===== src/rtl/gpio_pkg.sv =====
// Shared constants for the GPIO register file: register offsets, index enum, default ID.
// Address decode helpers work on the word index (address bits [7:2]).
package gpio_pkg;

    localparam logic [7:0] ADDR_DATA_OUT = 8'h00;
    localparam logic [7:0] ADDR_DIR      = 8'h04;
    localparam logic [7:0] ADDR_DATA_IN  = 8'h08;
    localparam logic [7:0] ADDR_IRQ_EN   = 8'h0C;
    localparam logic [7:0] ADDR_IRQ_STAT = 8'h10;
    localparam logic [7:0] ADDR_IRQ_POL  = 8'h14;
    localparam logic [7:0] ADDR_IRQ_ANY  = 8'h18;
    localparam logic [7:0] ADDR_ID       = 8'h1C;

    localparam logic [31:0] ID_DEFAULT = 32'h4750_494F;
    localparam int unsigned NUM_REGS   = 8;

    typedef enum logic [5:0] {
        RegDataOut = 6'd0,
        RegDir     = 6'd1,
        RegDataIn  = 6'd2,
        RegIrqEn   = 6'd3,
        RegIrqStat = 6'd4,
        RegIrqPol  = 6'd5,
        RegIrqAny  = 6'd6,
        RegId      = 6'd7
    } reg_idx_e;

    function automatic logic idx_mapped(logic [5:0] idx);
        return idx < 6'(NUM_REGS);
    endfunction

    // DATA_IN and ID are read-only, so writes to them are access errors.
    function automatic logic idx_writable(logic [5:0] idx);
        return idx_mapped(idx) && (idx != RegDataIn) && (idx != RegId);
    endfunction

endpackage


===== src/rtl/gpio_sync.sv =====
// Two-flop pad synchronizer plus a history flop; emits the synchronized pad value
// and per-bit rising/falling edge strobes.
module gpio_sync (
    input  logic        i_clk,
    input  logic        i_rst,
    input  logic [31:0] i_gpio,
    output logic [31:0] o_data_in,
    output logic [31:0] o_rise,
    output logic [31:0] o_fall
);

    logic [31:0] r_s1;
    logic [31:0] r_s2;
    logic [31:0] r_s3;

    always_ff @(posedge i_clk or posedge i_rst) begin
        if (i_rst) begin
            r_s1 <= '0;
            r_s2 <= '0;
            r_s3 <= '0;
        end else begin
            r_s1 <= i_gpio;
            r_s2 <= r_s1;
            r_s3 <= r_s2;
        end
    end

    assign o_data_in = r_s2;
    assign o_rise    = r_s2 & ~r_s3;
    assign o_fall    = ~r_s2 & r_s3;

endmodule


===== src/rtl/gpio_regfile.sv =====
// GPIO register file: output/direction registers, synchronized input sampling and
// edge-triggered interrupt status with W1C clear, behind a simple strobe bus.
module gpio_regfile
    import gpio_pkg::*;
#(
    parameter logic [31:0] ID_VALUE = ID_DEFAULT,
    parameter logic [31:0] OUT_RST  = 32'h0000_0000
) (
    input  logic        iCLK,
    input  logic        iRST,
    input  logic [7:0]  iPWADR,
    input  logic [31:0] iPWDAT,
    input  logic        iPWRTE,
    input  logic [7:0]  iPRADR,
    output logic [31:0] oPRDAT,
    output logic        oPERR,
    input  logic [31:0] iGPIO_I,
    output logic [31:0] oGPIO_O,
    output logic [31:0] oGPIO_OE,
    output logic        oIRQ
);

    logic [5:0]  w_wr_idx;
    logic [5:0]  w_rd_idx;
    logic        w_wr_en;
    logic [31:0] w_data_in;
    logic [31:0] w_rise;
    logic [31:0] w_fall;
    logic [31:0] w_hit;
    logic [31:0] w_w1c;
    logic [31:0] w_rd_data;
    logic [3:0]  w_unused_addr_lsb;

    logic [31:0] r_data_out;
    logic [31:0] r_dir;
    logic [31:0] r_irq_en;
    logic [31:0] r_irq_stat;
    logic [31:0] r_irq_pol;
    logic [31:0] r_irq_any;

    assign w_wr_idx          = iPWADR[7:2];
    assign w_rd_idx          = iPRADR[7:2];
    assign w_unused_addr_lsb = {iPWADR[1:0], iPRADR[1:0]};

    assign w_wr_en = iPWRTE & idx_writable(w_wr_idx);
    assign oPERR   = iPWRTE ? ~idx_writable(w_wr_idx) : ~idx_mapped(w_rd_idx);

    gpio_sync u_sync (
        .i_clk     (iCLK),
        .i_rst     (iRST),
        .i_gpio    (iGPIO_I),
        .o_data_in (w_data_in),
        .o_rise    (w_rise),
        .o_fall    (w_fall)
    );

    // ANY selects both edges; otherwise POL picks rising (1) or falling (0).
    assign w_hit = (r_irq_any & (w_rise | w_fall))
                 | (~r_irq_any & ((r_irq_pol & w_rise) | (~r_irq_pol & w_fall)));

    assign w_w1c = (w_wr_en && (w_wr_idx == RegIrqStat)) ? iPWDAT : '0;

    always_ff @(posedge iCLK or posedge iRST) begin
        if (iRST) begin
            r_data_out <= OUT_RST;
            r_dir      <= '0;
            r_irq_en   <= '0;
            r_irq_pol  <= '0;
            r_irq_any  <= '0;
        end else if (w_wr_en) begin
            case (w_wr_idx)
                RegDataOut: r_data_out <= iPWDAT;
                RegDir:     r_dir      <= iPWDAT;
                RegIrqEn:   r_irq_en   <= iPWDAT;
                RegIrqPol:  r_irq_pol  <= iPWDAT;
                RegIrqAny:  r_irq_any  <= iPWDAT;
                default:    ;
            endcase
        end
    end

    // A new hit on the same bit wins over a simultaneous W1C.
    always_ff @(posedge iCLK or posedge iRST) begin
        if (iRST) begin
            r_irq_stat <= '0;
        end else begin
            r_irq_stat <= (r_irq_stat & ~w_w1c) | w_hit;
        end
    end

    always_comb begin
        w_rd_data = '0;
        case (w_rd_idx)
            RegDataOut: w_rd_data = r_data_out;
            RegDir:     w_rd_data = r_dir;
            RegDataIn:  w_rd_data = w_data_in;
            RegIrqEn:   w_rd_data = r_irq_en;
            RegIrqStat: w_rd_data = r_irq_stat;
            RegIrqPol:  w_rd_data = r_irq_pol;
            RegIrqAny:  w_rd_data = r_irq_any;
            RegId:      w_rd_data = ID_VALUE;
            default:    w_rd_data = '0;
        endcase
    end

    assign oPRDAT   = w_rd_data;
    assign oGPIO_O  = r_data_out;
    assign oGPIO_OE = r_dir;
    assign oIRQ     = |(r_irq_stat & r_irq_en);

endmodule


===== config.mk =====
export PLATFORM = sky130hd
export DESIGN_NAME = gpio_regfile
export DESIGN_NICKNAME = d
export VERILOG_FILES = /design/src/rtl/gpio_pkg.sv /design/src/rtl/gpio_sync.sv /design/src/rtl/gpio_regfile.sv
export SDC_FILE = /design/constraint.sdc
export NUM_CORES = 1
export LEC_CHECK = 0
export ABC_CLOCK_PERIOD_IN_PS = 12400
export CORE_MARGIN = 2
export CORE_UTILIZATION = 40
export DETAILED_ROUTE_END_ITERATION = 7
export GPL_ROUTABILITY_DRIVEN = 0
export REMOVE_ABC_BUFFERS = 1
export SKIP_LAST_GASP = 1
export SLEW_MARGIN = 20
export SYNTH_ARGS = -nofsm -noshare
export SYNTH_HDL_FRONTEND = slang
export SYNTH_SLANG_ARGS = --single-unit

===== constraint.sdc =====
create_clock -name iCLK -period 12.4 [get_ports iCLK]
set_input_delay 2.48 -clock iCLK [delete_from_list [all_inputs] [get_ports iCLK]]
set_output_delay 2.48 -clock iCLK [all_outputs]
set_load 0.02 [all_outputs]

Word level (Yosys, flattened, before mapping)
Cells that the tools add are included.

cells by class
  $lt $le $gt $ge = 2
  add/subtract/negate cells = 0
  multiply operators = 0
  bitwise logic cells = 20
  mux-type cells = 3
  reduce and logical (&&, ||, !) cells = 11
  equality and inequality tests = 14
  div/mod/pow operators = 0
  shift operators = 0

operator list
  kind                  number
  $and A32 B32 Y32      8
  $pmux W32 S8          1
  $not A32 Y32          5
  $or A32 B32 Y32       4
  $eq A6 B3 Y1 const B  7
  $mux W32              1
  $reduce_or A32 Y1     1
  $eq A6 B2 Y1 const B  3
  $eq A6 B1 Y1 const B  2
  $logic_not A6 Y1      2
  $lt A6 B4 Y1 const B  2
  $reduce_and A2 Y1     5
  $ne A6 B2 Y1 const B  1
  $ne A6 B3 Y1 const B  1
  $logic_and A1 B1 Y1   3
  $not A1 Y1            2
  $and A1 B1 Y1         1
  $mux W1               1

word-level totals
  memory bits (writable) = 0
  output and inout port bits = 98
  memories kept = 0
  bits of input ports = 83
  latch bits = 0
  register bits after elaboration = 288
  memory bits (read-only) = 0

Depth between registers and ports, before layout
  depth in word-level cells = 9
  gate-level depth with buffers = 6
  gate-level depth less buffers = 5

Modules after synthesis
Synthesis repeated with hierarchy kept, for this count alone.

second synthesis, totals
  cell total of the unflattened synthesis = 1018
  area total of the unflattened synthesis = 13310.3 µm²

modules (own cells, without submodules)
  module        sequential area each (µm²)  cells each  instances  area an instance (µm²)
  gpio_regfile  4804.6                      857         1          10343.7
  gpio_sync     2402.3                      161         1          2966.6

Least setup slack after synthesis
Ideal clock, no wire load.

  kind = input to output
  from = input port iPRADR[4]
  to = output port oPRDAT[14]
  arrival = 3.941 ns
  path slack = 5.979 ns
  data required time = 9.920 ns
  path buffers = 3
  cell stages on the path = 6
  cell sequence = buf_1 buf_1 clkbuf_1 o21a_1 o21ai_0 o21ai_0

on the way
  cells in the longest elaborated chain, start to end = 2

ends and longest elaborated chain
  what                                  RTL line            text
  start: declaration                    gpio_regfile.sv:14  input logic [7:0] iPRADR,
  $eq A6 B3 Y1 (tied with other cells)  gpio_regfile.sv:93  case (w_rd_idx)
  $pmux W32 S8 *                        gpio_regfile.sv:93
  end: declaration                      gpio_regfile.sv:15  output logic [31:0] oPRDAT,

Mark *: on every way between the ends. The rest lies on a longest branch, timed or not.

Worst setup path after layout
  from = input port iPRADR[3]
  to = output port oPRDAT[23]

Same word-level chain as after synthesis.

==> out/metrics.csv <==
metric,value,unit
cts_buffers,34,
rsz0062_at_grt,false,
yosys_warnings,0,
cp-start-kind,input pin,
whs_endpoint,u_sync.o_data_in[1],
area_growth_syn_to_layout,23.5,%
synth.most_common_cell,dfrtp_1,
rrSetupSlack,11.19,ns
min_path_type,reg2reg,
ctsHtreeMaxLevel,2,
p_total,2.48,mW
cts_sinks,288,
instances_no_fill,1745,
overflow,0,
die_width,190,um
crit_path_start,iPRADR[3],
path_class,in2out,
initial_utilization,40.4,%
drive_gt1_share,20.3,%
avgSynthCellArea,12.6,um^2
status,"complete, no violations",
wirelength,35400,um
cts_tree,done,
p_clk_share,40.8,%
num_io_pins,181,
coreArea,34400,um^2
synth_area_leaders,"dfrtp_1 52%, mux2_2 12%, ha_1 5.8%",
fin_util,50.0,%
antenna_found_initial,0,
ant_nets,0,
whs_path_depth,0,
dr.pass1.iters,4,
rows,68,
fmax,0.124,GHz
fin_crit,8.08,ns
port_buffers,176,
dp_cells,1684,
maxCapViolations,0,
final_area,17200,um^2
drc,0,
grt_pass1_vias,9508,
ys_seq_elements,288,
hold_buffers,0,
ir_worst_vdd,0.0962,mV
grt_max_degree,135,
r2r_end,r_irq_stat[6],
clk_latency,0.50,ns
synth_cell_types,51,
power.share.switching,25.7,%
root_buffer,clkbuf_16,
cts_resized,0,
syn_inst,1099,
track_usage,19.8,%
post_cts_buffers,0,
internal_power,1.84,mW
synth_edf_count,0,
wl_per_cell,20.3,um
min-delay-start,u_sync.r_s1[1],
antenna_cells,0,
place_area,16000,um^2
netlist.area_leader.share,51.8,%
relSlewSlack,27.8,%
synth-seq-area-share,51.8,%
async_flop_share,100,%
ys.flop_type,dfrtp_1,
dieArea,36300,um^2
syn_area,13900,um^2
finalClockSkew,0.00759,ns
die_h,190,um
switching_power,639,uW
tightest_slew,1.08,ns
p_comb_share,14.9,%
dp_hpwl,22000,um
clk_pin_slew,0.06,ns
grt_pass1_wl,55500,um
path_max_fanout,32,
vias,9206,
nFillCells,3087,
seqPwrFrac,44.3,%
endpoint_kind,output pin,
r2r_cells,5,
netlist_top_cells_count,"288 x dfrtp_1, 147 x mux2_2, 129 x inv_1",
crit_arrival,5.60,ns
nets,1413,
viasPerCell,5.28,
r2r_start,u_sync.o_data_in[6],
power_density,145,nW/um^2
period_share,65.2,%
drt_iter0_drc,543,
seq_area,7210,um^2
p_leak,8.01,nW
hold_viol,0,
finalSetupTns,0,ns
ctsLongestPathBuffers,3,
slew_viol_final,0,
setup_viol,0,
synth_top_cell_by_area,dfrtp_1,
multi_input_area,5900,um^2
cp.required,9.92,ns
[layout by cell type, fill, tap and decap left out, types with 5 or more instances in the layout]
master and instances:
clkinv_2 8, a211o_1 39, clkbuf_16 35, mux2_4 30
nor2_1 35, a21boi_0 10, buf_4 13, o22ai_1 35
clkdlybuf4s50_1 173, inv_1 128, o211ai_1 13, dfrtp_1 288
a31oi_1 10, clkbuf_1 5, o21ai_0 17, and3b_1 9
and2_1 10, clkbuf_8 7, nand3b_1 10, o221ai_1 12
mux2_2 147, ha_1 64, a21oi_1 9, o32a_1 7
a22oi_1 23, nand4_1 6, nor3b_1 12, mux2i_1 76
[stage by stage]
stage	hold WS, ns	setup WS, ns
2_1_floorplan	0.331	1.97
3_3_place_gp	0.333	4.23
3_5_place_dp	0.335	4.28
4_1_cts	0.344	4.28
5_1_grt	0.350	4.04
6_report	0.341	4.32
[sequential cells by signal, indices dropped and copies added (netlist names)]
register          count
r_irq_en             32
u_sync.r_s1          32
r_irq_any            32
oGPIO_O              32
r_irq_stat           32
u_sync.r_s3          32
u_sync.o_data_in     32
oGPIO_OE             32
r_irq_pol            32
[routing by layer]
| layer | GRT usage [%] | up-vias | share of wire [%] |
|---|---|---|---|
| met5 | 0 | - | 0 |
| met4 | 3.85 | 0 | 1.3 |
| met3 | 2.80 | 38 | 3.8 |
| met2 | 32.4 | 194 | 47 |
| met1 | 28.3 | 4717 | 48 |
| li1 | - | 4257 | - |
[critical path, cell delays in order]
cell and delay (ns):
buf_2 0.56, buf_4 0.46, clkinv_1 0.67, o32a_1 0.55, a21oi_1 0.20, clkdlybuf4s50_1 0.66
[cell families after synthesis]
group | count (synthesis) | share of synthesized area [%]
AO/OA/AOI/OAI | 190 | 10.0
XOR/XNOR | 1 | 0.0630
adder cells (fa/ha/maj) | 64 | 5.76
buffers and inverters | 187 | 5.93
flip-flops | 288 | 51.8
multiplexers | 259 | 21.4
AND/OR/NAND/NOR | 110 | 4.96
[worst max-delay path by stage]
stage	end	slack, ns	depth (start not counted)
after detailed placement	oPRDAT[15]	4.28	6
after global placement	oPRDAT[15]	4.23	6
after CTS	oPRDAT[15]	4.28	6
after global routing	oPRDAT[23]	4.04	6
after floorplan	oGPIO_OE[0]	1.97	1
final	oPRDAT[23]	4.32	6
[area by class of cell]
class,count,share of cell area [%]
Clock buffer,47,5.77
Clock inverter,13,0.852
Inverter,130,2.89
Multi-Input combinational cell,624,34.4
Sequential cell,288,42.0
Tap cell,455,3.31
Timing Repair Buffer,188,10.8
[power groups by stage]
stage	logic [mW]	clock network, mW	registers [mW]
4_1_cts	0.376	1.04	1.10
2_1_floorplan	0.183	0	1.13
6_report	0.370	1.01	1.10
3_5_place_dp	0.374	0	1.12
3_3_place_gp	0.369	0	1.11
5_1_grt	0.404	1.08	1.11
Note: power is estimated with default switching activity, not from simulation.
